**src/rtl/motor_nn_if.sv**
```systemverilog
// Request/response bundle between the motor sequencer and the half-rate network wrapper.
// Master side launches the sample and start/valid strobes; slave side returns done and result.
interface motor_nn_if #(
  parameter int DATA_W = 18
) ();
  logic              nn_ap_start;
  logic              nn_in_vld;
  logic [DATA_W-1:0] nn_r;
  logic [DATA_W-1:0] nn_pos;
  logic [DATA_W-1:0] nn_vel;
  logic              nn_done;
  logic [DATA_W-1:0] nn_out;

  modport master (
    output nn_ap_start, nn_in_vld, nn_r, nn_pos, nn_vel,
    input  nn_done, nn_out
  );

  modport slave (
    input  nn_ap_start, nn_in_vld, nn_r, nn_pos, nn_vel,
    output nn_done, nn_out
  );
endinterface

```
**src/rtl/motor_nn_sequencer.sv**
```systemverilog
// Fixed-rate MPC sequencer: ticks every PERIOD_CYCLES, launches one network transaction per
// accepted tick, captures the result or flags a timeout, and counts ticks dropped while busy.
module motor_nn_sequencer #(
  parameter int DATA_W             = 18,
  parameter int PERIOD_CYCLES      = 200,
  parameter int START_PULSE_CYCLES = 2,
  parameter int TIMEOUT_CYCLES     = 150
) (
  input  logic              clk_1,
  input  logic              ap_rst,
  input  logic              ce_1,
  input  logic              enable,
  input  logic              err_clr,
  input  logic [DATA_W-1:0] r_in,
  input  logic [DATA_W-1:0] pos_in,
  input  logic [DATA_W-1:0] vel_in,
  motor_nn_if.master        nn,
  output logic [DATA_W-1:0] u_out,
  output logic              u_valid,
  output logic              busy,
  output logic              timeout_err,
  output logic [7:0]        overrun_cnt,
  output logic [15:0]       last_latency
);
  localparam int CNT_W = $clog2(PERIOD_CYCLES);
  localparam int TO_W  = $clog2(TIMEOUT_CYCLES + 1);

  typedef enum logic [1:0] {S_IDLE, S_LAUNCH, S_WAIT} state_t;

  state_t            r_state;
  logic [CNT_W-1:0]  r_period;
  logic [3:0]        r_pulse;
  logic [TO_W-1:0]   r_wait;
  logic [15:0]       r_lat;
  logic              r_start;
  logic [DATA_W-1:0] r_nn_r;
  logic [DATA_W-1:0] r_nn_pos;
  logic [DATA_W-1:0] r_nn_vel;
  logic [DATA_W-1:0] r_u_out;
  logic              r_u_valid;
  logic              r_busy;
  logic              r_timeout_err;
  logic [7:0]        r_overrun;
  logic [15:0]       r_last_lat;
  logic              w_tick;

  assign w_tick = enable && (r_period == CNT_W'(PERIOD_CYCLES - 1));

  always_ff @(posedge clk_1 or posedge ap_rst) begin
    if (ap_rst) begin
      r_period <= '0;
    end else if (ce_1) begin
      if (!enable || w_tick) r_period <= '0;
      else                   r_period <= r_period + CNT_W'(1);
    end
  end

  always_ff @(posedge clk_1 or posedge ap_rst) begin
    if (ap_rst) begin
      r_state       <= S_IDLE;
      r_pulse       <= '0;
      r_wait        <= '0;
      r_lat         <= '0;
      r_start       <= 1'b0;
      r_nn_r        <= '0;
      r_nn_pos      <= '0;
      r_nn_vel      <= '0;
      r_u_out       <= '0;
      r_u_valid     <= 1'b0;
      r_busy        <= 1'b0;
      r_timeout_err <= 1'b0;
      r_overrun     <= '0;
      r_last_lat    <= '0;
    end else if (ce_1) begin
      r_u_valid <= 1'b0;
      // A dropped tick outranks a simultaneous clear and leaves the count at one.
      if (w_tick && r_state != S_IDLE) begin
        if (err_clr)                r_overrun <= 8'd1;
        else if (r_overrun != 8'hFF) r_overrun <= r_overrun + 8'd1;
      end else if (err_clr) begin
        r_overrun <= '0;
      end
      if (err_clr) r_timeout_err <= 1'b0;
      if (r_lat != 16'hFFFF) r_lat <= r_lat + 16'd1;

      case (r_state)
        S_IDLE: begin
          if (w_tick) begin
            r_nn_r   <= r_in;
            r_nn_pos <= pos_in;
            r_nn_vel <= vel_in;
            r_start  <= 1'b1;
            r_busy   <= 1'b1;
            r_pulse  <= 4'd1;
            r_lat    <= 16'd1;
            r_state  <= S_LAUNCH;
          end
        end
        S_LAUNCH: begin
          if (r_pulse == 4'(START_PULSE_CYCLES)) begin
            r_start <= 1'b0;
            r_wait  <= TO_W'(1);
            r_state <= S_WAIT;
          end else begin
            r_pulse <= r_pulse + 4'd1;
          end
        end
        S_WAIT: begin
          // Done in the final allowed cycle still counts as a good transaction.
          if (nn.nn_done) begin
            r_u_out    <= nn.nn_out;
            r_u_valid  <= 1'b1;
            r_last_lat <= r_lat;
            r_busy     <= 1'b0;
            r_state    <= S_IDLE;
          end else if (r_wait == TO_W'(TIMEOUT_CYCLES)) begin
            r_timeout_err <= 1'b1;
            r_busy        <= 1'b0;
            r_state       <= S_IDLE;
          end else begin
            r_wait <= r_wait + TO_W'(1);
          end
        end
        default: begin
          r_start <= 1'b0;
          r_busy  <= 1'b0;
          r_state <= S_IDLE;
        end
      endcase
    end
  end

  assign nn.nn_ap_start = r_start;
  assign nn.nn_in_vld   = r_start;
  assign nn.nn_r        = r_nn_r;
  assign nn.nn_pos      = r_nn_pos;
  assign nn.nn_vel      = r_nn_vel;
  assign u_out          = r_u_out;
  assign u_valid        = r_u_valid;
  assign busy           = r_busy;
  assign timeout_err    = r_timeout_err;
  assign overrun_cnt    = r_overrun;
  assign last_latency   = r_last_lat;
endmodule

```
**src/flat_wrapper.sv**
```systemverilog
// flat-port wrapper written by rule: the top's interface ports become plain ports
module motor_nn_sequencer_flat 
#(
  parameter int DATA_W             = 18,
  parameter int PERIOD_CYCLES      = 200,
  parameter int START_PULSE_CYCLES = 2,
  parameter int TIMEOUT_CYCLES     = 150
)
  (clk_1, ap_rst, ce_1, enable, err_clr, r_in, pos_in, vel_in, u_out, u_valid, busy, timeout_err, overrun_cnt, last_latency, nn_nn_ap_start, nn_nn_in_vld, nn_nn_r, nn_nn_pos, nn_nn_vel, nn_nn_done, nn_nn_out);
  motor_nn_if #(.DATA_W(DATA_W)) nn_i ();
  input  logic clk_1;
  input  logic ap_rst;
  input  logic ce_1;
  input  logic enable;
  input  logic err_clr;
  input  logic [DATA_W-1:0] r_in;
  input  logic [DATA_W-1:0] pos_in;
  input  logic [DATA_W-1:0] vel_in;
  output logic [DATA_W-1:0] u_out;
  output logic u_valid;
  output logic busy;
  output logic timeout_err;
  output logic [7:0] overrun_cnt;
  output logic [15:0] last_latency;
  output wire logic [$bits(nn_i.nn_ap_start)-1:0] nn_nn_ap_start;
  output wire logic [$bits(nn_i.nn_in_vld)-1:0] nn_nn_in_vld;
  output wire logic [$bits(nn_i.nn_r)-1:0] nn_nn_r;
  output wire logic [$bits(nn_i.nn_pos)-1:0] nn_nn_pos;
  output wire logic [$bits(nn_i.nn_vel)-1:0] nn_nn_vel;
  input wire logic [$bits(nn_i.nn_done)-1:0] nn_nn_done;
  input wire logic [$bits(nn_i.nn_out)-1:0] nn_nn_out;
  assign nn_nn_ap_start = nn_i.nn_ap_start;
  assign nn_nn_in_vld = nn_i.nn_in_vld;
  assign nn_nn_r = nn_i.nn_r;
  assign nn_nn_pos = nn_i.nn_pos;
  assign nn_nn_vel = nn_i.nn_vel;
  assign nn_i.nn_done = nn_nn_done;
  assign nn_i.nn_out = nn_nn_out;
  motor_nn_sequencer #(.DATA_W(DATA_W), .PERIOD_CYCLES(PERIOD_CYCLES), .START_PULSE_CYCLES(START_PULSE_CYCLES), .TIMEOUT_CYCLES(TIMEOUT_CYCLES)) u_core (.clk_1(clk_1), .ap_rst(ap_rst), .ce_1(ce_1), .enable(enable), .err_clr(err_clr), .r_in(r_in), .pos_in(pos_in), .vel_in(vel_in), .nn(nn_i), .u_out(u_out), .u_valid(u_valid), .busy(busy), .timeout_err(timeout_err), .overrun_cnt(overrun_cnt), .last_latency(last_latency));
endmodule
```
**config.mk**
```make
export PLATFORM = sky130hd
export DESIGN_NAME = motor_nn_sequencer_flat
export DESIGN_NICKNAME = d
export VERILOG_FILES = /design/src/rtl/motor_nn_if.sv /design/src/rtl/motor_nn_sequencer.sv /design/src/flat_wrapper.sv
export SDC_FILE = /design/constraint.sdc
export NUM_CORES = 1
export LEC_CHECK = 0
export ABC_CLOCK_PERIOD_IN_PS = 8400
export CORE_ASPECT_RATIO = 1.1
export CORE_MARGIN = 1.5
export CORE_UTILIZATION = 35
export DETAILED_ROUTE_END_ITERATION = 7
export PLACE_DENSITY = 0.69
export SLEW_MARGIN = 15
export SYNTH_ARGS = -nofsm -noshare
export SYNTH_HDL_FRONTEND = slang
export SYNTH_SLANG_ARGS = --single-unit
export TNS_END_PERCENT = 1
```
**constraint.sdc**
```tcl
create_clock -name clk_1 -period 8.4 [get_ports clk_1]
set_clock_uncertainty 0.15 [all_clocks]
set_input_delay 1.68 -clock clk_1 [delete_from_list [all_inputs] [get_ports clk_1]]
set_output_delay 1.68 -clock clk_1 [all_outputs]
set_load 0.005 [all_outputs]
```
==> flow_summary.ini, run 1 <==
[synthesis]
ys_seq_area_share_pct = 56.4
async_flop_share_pct = 100
synth_warnings = 0
synth_edf_count = 0
syn_area_sq_um = 6120
synth.avg_cell_area_sq_um = 10.1
synth_fp_nets = 693
synthFlopType = dfrtp_1
synthCells = 608
ys_seq_elements = 138
synth_cell_types = 57

[critical_path]
cp-end-kind = flop
crit_required_ps = 8550
critPathKind = in -> reg
reg2reg_to = u_core.r_lat[15]$_DFFE_PP0P_
rrSetupSlack_ps = 5700
rr_worst_depth = 5
cp_max_fo = 56
r2r-start = u_core.r_period[0]$_DFFE_PP0P_
slowest_delay_ps = 1210
critical-path-slowest-cell = or4_2
arrival_ps = 4260
crit_chain = clkdlybuf4s50_1 > buf_4 > nand2b_1 > or4_2 > o211ai_1 > nand2_1
worstSetupStartpointType = input port

[clock_network]
cts_resized = 0
cts_tree = done
cts_num_sinks = 138
post_cts_buffers = 0
htreeDepth = 4
postCtsHoldBufs = 0
clk_latency_ps = 420
cts_buffers = 17
cts_buffer_depth = 2
clock-root-buffer = clkbuf_16
clk_pin_slew_ps = 50

[route]
postRouteAntennaNets = 0
vias_per_cell = 4.87
wl_per_cell_um = 14.6
drt_first_pass_iters = 4
vias = 5029
route.detailed.drc = 0
wl_mm = 15.1
drt_iter0_drc = 291

[grt]
grt_pass1_wl_mm = 25.1
antenna_found_initial = 0
grt_remaining_overflow = 0
grt_pass1_vias = 4836
grt_start_max_net_pins = 82
grt.total_usage_pct = 17.5

[min_path]
hold_depth = 2
hold_class = reg -> reg
hp-start = u_core.nn.nn_r[7]$_DFFE_PP0P_
hold_end = u_core.nn.nn_r[7]$_DFFE_PP0P_

[final_layout]
final_area_sq_um = 8720
mostFrequentLayoutCell = nand2_1
nFillCells = 1574
diodes = 0
fin_util_pct = 51.1
layout.nets = 870
area_growth_pct = 42.5
layout-drive-gt1-share_pct = 9.52
mostFrequentLayoutCells = nand2_1, clkdlybuf4s50_1, dfrtp_1

[die]
die-area_sq_um = 18300
rows = 50
die_h_um = 142
dieWidth_um = 129
start_util_pct = 35.9
core_sq_um = 17100
ios = 179

[timing]
period_needed_ps = 4110
slew-limit-headroom_pct = 26.7
tightest_slew_ps = 1100
timing.fmax_mhz = 243
setup_ws_ps = 4290
setup_tns_ps = 0
finalMaxSlewViolations = 0
rsz0062_at_grt = no
min_period_over_period_pct = 49.0
setup_viol = 0
hold_violations = 0

[placed_design]
io_buffers = 178
dp_hpwl_mm = 10.3
placed_area_sq_um = 8150
gp_congestion = 0.847
pre_cts_slack_ps = 3860

[power]
irDropWorstVdd_mv = 0.134
leakagePower_nw = 3.96
power.density_nw_per_um2 = 182

[flow_run]
drv_cap = 0

[outcome]
status = completed
per-stage QoR:
step,power (W),instances,hold WS [ps]
4_1_cts,0.00161,1032,317
3_5_place_dp,0.000882,1000,304
6_report,0.00159,1032,311
5_1_grt,0.00166,1032,325
2_1_floorplan,0.000795,608,313
3_3_place_gp,0.000879,1000,298
layout make-up:
type	count	area (sq um)	share of cell area, %
Sequential cell	138	3450	39.6
Multi-Input combinational cell	432	2530	29.0
Timing Repair Buffer	184	1830	20.9
Clock buffer	25	505	5.79
Tap cell	234	293	3.36
Clock inverter	7	63.8	0.731
Inverter	12	50.0	0.574
cells by family after synthesis:
family                   synth area share (%)
AND/OR/NAND/NOR                          22.7
flip-flops                               56.4
AO/OA/AOI/OAI                            8.71
buffers and inverters                    2.43
multiplexers                             6.91
XOR/XNOR                                 1.43
adder cells (fa/ha/maj)                  1.43
worst max-delay path by stage:
stage                                          end  slack [ps]   start  cells after the start
floorplan                  u_core.busy$_DFFE_PP0P_        2870  ap_rst                      1
global placement      u_core.r_lat[15]$_DFFE_PP0P_        3870    ce_1                      6
detailed placement    u_core.r_lat[15]$_DFFE_PP0P_        3860    ce_1                      6
CTS                   u_core.r_lat[15]$_DFFE_PP0P_        4300    ce_1                      6
global route        u_core.nn.nn_r[10]$_DFFE_PP0P_        4150    ce_1                      6
finish                u_core.r_lat[15]$_DFFE_PP0P_        4290    ce_1                      6
flip-flops by register name, indices dropped and copies added (netlist names), 4 cells and up:
register / count
u_core.r_wait: 8
u_core.r_lat: 16
u_core.r_period: 8
u_core.r_pulse: 4
u_core.u_out: 18
u_core.overrun_cnt: 8
u_core.nn.nn_pos: 18
u_core.last_latency: 16
u_core.nn.nn_r: 18
u_core.nn.nn_vel: 18
synth_stat cells (4+ instances only):
cell,instances,area (sq um)
nand2_1,189,709
clkbuf_1,23,86.3
o31ai_1,8,60.1
nand3_1,18,90.1
nand4_1,10,62.6
a21oi_1,18,90.1
or4_1,9,67.6
ha_1,7,87.6
o211ai_1,5,37.5
nor4_1,5,31.3
o311ai_0,5,43.8
mux2i_1,4,40.0
nor3_1,9,45.0
nor2b_1,4,25.0
dfrtp_1,138,3450
o21ai_0,13,65.1
or3_1,8,50.1
nor2_1,20,75.1
inv_1,11,41.3
and3_1,6,37.5
mux2_2,34,383
xnor2_1,7,61.3
routing by layer:
metal  vias to the layer above  global-route usage (%)  part of all wire (%)
met5                         -                       0                     0
met1                      2404                    22.5                    44
met4                         0                    5.74                   1.4
met2                       113                    28.2                    50
met3                        18                    5.05                   4.5
li1                       2494                       -                     -
worst max-delay path: cells and delay by family:
family	cells	cell delay, ps
AND/OR/NAND/NOR	3	1530
buffers and inverters	2	730
AO/OA/AOI/OAI	1	260
power by group:
group	internal, W	leakage, nW	switching [W]
combinational	0.0000842	1.79	0.0000541
clock	0.000444	0.287	0.000272
sequential	0.000695	1.89	0.0000351
Note: power is estimated with default switching activity, not from simulation.
==> run 2: changes to the inputs <==
Settings changed: ABC_CLOCK_PERIOD_IN_PS 8400 to 4200.
Clock period 8.4 ns to 4.2 ns, I/O delays scaled along.
==> run 2 against run 1 <==
- setup slack worse by 2900 ps
- total power is 110% higher
- clock power is 120% higher
- critical path depth is 1 higher
- combinational power is 100% higher
- via count is 0.36% higher
- final cell count is 0.29% higher
- critical path type unchanged
- critical endpoint unchanged
- largest power group is now clock
==> flow_summary.ini, run 2 (synthesis results as in run 1) <==
[critical_path]
crit_required_ps = 4350
crit_chain = clkdlybuf4s50_1 > buf_4 > nand2b_1 > or4_2 > buf_4 > o211ai_1 > nand2_1
critPathKind = in -> reg
crit_start = ce_1
arrival_ps = 2960
cp_max_fo = 56
path_common_cell = buf_4
r2r-start = u_core.overrun_cnt[0]$_DFFE_PP0P_
cp-end-kind = flop
critical-path-slowest-cell = or4_2
worstSetupStartpointType = input port
slowest_delay_ps = 680

[min_path]
hold_class = reg -> reg
hp-start = u_core.nn.nn_vel[6]$_DFFE_PP0P_

[clock_network]
clk_pin_slew_ps = 60
htreeDepth = 4
cts_resized = 0
postCtsHoldBufs = 0
cts_tree = done
clk_latency_ps = 420
clock-root-buffer = clkbuf_16
post_cts_buffers = 0
cts_buffer_depth = 2
cts_num_sinks = 138
cts_buffers = 17

[power]
irDropWorstVdd_mv = 0.261
net-switching-power_w = 0.000749
power.internal_w = 0.00260
leakagePower_nw = 4.00
power_w = 0.00335
p_seq_share_pct = 43.6
p_clk_share_pct = 48.0
swShare_pct = 22.4
power.density_nw_per_um2 = 379
combPwrFrac_pct = 8.4

[grt]
grt_pass1_wl_mm = 24.5
grt_start_max_net_pins = 71
antenna_found_initial = 0
grt_pass1_vias = 4849
grt.total_usage_pct = 17.1
grt_remaining_overflow = 0

[route]
route.detailed.drc = 0
vias = 5047
vias_per_cell = 4.88
wl_per_cell_um = 14.6
drt_iter0_drc = 244
drt_first_pass_iters = 4
postRouteAntennaNets = 0
wl_mm = 15.1

[timing]
tightest_slew_ps = 1080
fin_hold_ws_ps = 311
min_period_over_period_pct = 67.0
hold_violations = 0
setup_viol = 0
period_needed_ps = 2810
setup_tns_ps = 0
rsz0062_at_grt = no
slew-limit-headroom_pct = 27.1
timing.fmax_mhz = 356
finalMaxSlewViolations = 0

[die]
rows = 50
start_util_pct = 35.9
ios = 179
dieWidth_um = 129
core_sq_um = 17100
die-area_sq_um = 18300
die_h_um = 142

[final_layout]
stdcell_count = 1035
nFillCells = 1593
area_growth_pct = 44.3
mostFrequentLayoutCell = nand2_1
layout.nets = 873
mostFrequentLayoutCells = nand2_1, clkdlybuf4s50_1, dfrtp_1
diodes = 0
layout-drive-gt1-share_pct = 10.1

[placed_design]
gp_congestion = 0.849
io_buffers = 178
dp_hpwl_mm = 10.4
place_inst = 1003

[outcome]
status = completed

[flow_run]
drv_cap = 0
==> run 2: routing by layer <==
layer | routed length, um | part of all wire, % | GRT usage, %
met5 | 0 | 0 | 0
met4 | 461 | 3.1 | 8.63
met3 | 701 | 4.6 | 4.26
met2 | 7120 | 47 | 26.5
met1 | 6820 | 45 | 22.3
==> run 2: area by class of cell <==
class                      instances  area, sq um  area share [%]
inverter                          12         48.8           0.552
clock inverter                    11          166            1.88
sequential                       138         3450            39.1
timing repair buffer             187         1870            21.2
tap                              234          293            3.31
clock buffer                      21          470            5.32
multi-input combinational        432         2530            28.6
==> run 2: through the flow <==
step           setup slack [ps]  area [sq um]  utilization, %
3_5_place_dp                980          8200            48.0
3_3_place_gp                992          8200            48.0
4_1_cts                    1420          8840            51.7
5_1_grt                    1290          8840            51.7
6_report                   1390          8840            51.7
2_1_floorplan              1490          6130               -
==> run 2: final timing paths <==
check | slack, ps | to | depth (start not counted)
setup / recovery | 1390 | u_core.r_lat[15]$_DFFE_PP0P_ | 7
hold / removal | 310 | u_core.nn.nn_vel[6]$_DFFE_PP0P_ | 2
setup reg to reg | 1700 | u_core.overrun_cnt[2]$_DFFE_PP0P_ | 5
hold reg to reg | 310 | u_core.nn.nn_vel[6]$_DFFE_PP0P_ | 2
max in group asynchronous | 2640 | u_core.r_lat[14]$_DFFE_PP0P_ | 3
min in group asynchronous | 590 | u_core.nn.nn_vel[9]$_DFFE_PP0P_ | 2
==> run 2: worst max-delay path, delay by kind of cell <==
family	cells	cell delay [ps]
simple gates	3	960
buf+inv	3	920
compound gates	1	180
==> run 2: power by group through the flow <==
stage / logic [W] / registers, W / clock network [W]
finish: 0.000282 / 0.00146 / 0.00161
global route: 0.000317 / 0.00147 / 0.00171
CTS: 0.000288 / 0.00146 / 0.00165
detailed placement: 0.000286 / 0.00148 / 0
global placement: 0.000281 / 0.00148 / 0
floorplan: 0.000122 / 0.00147 / 0
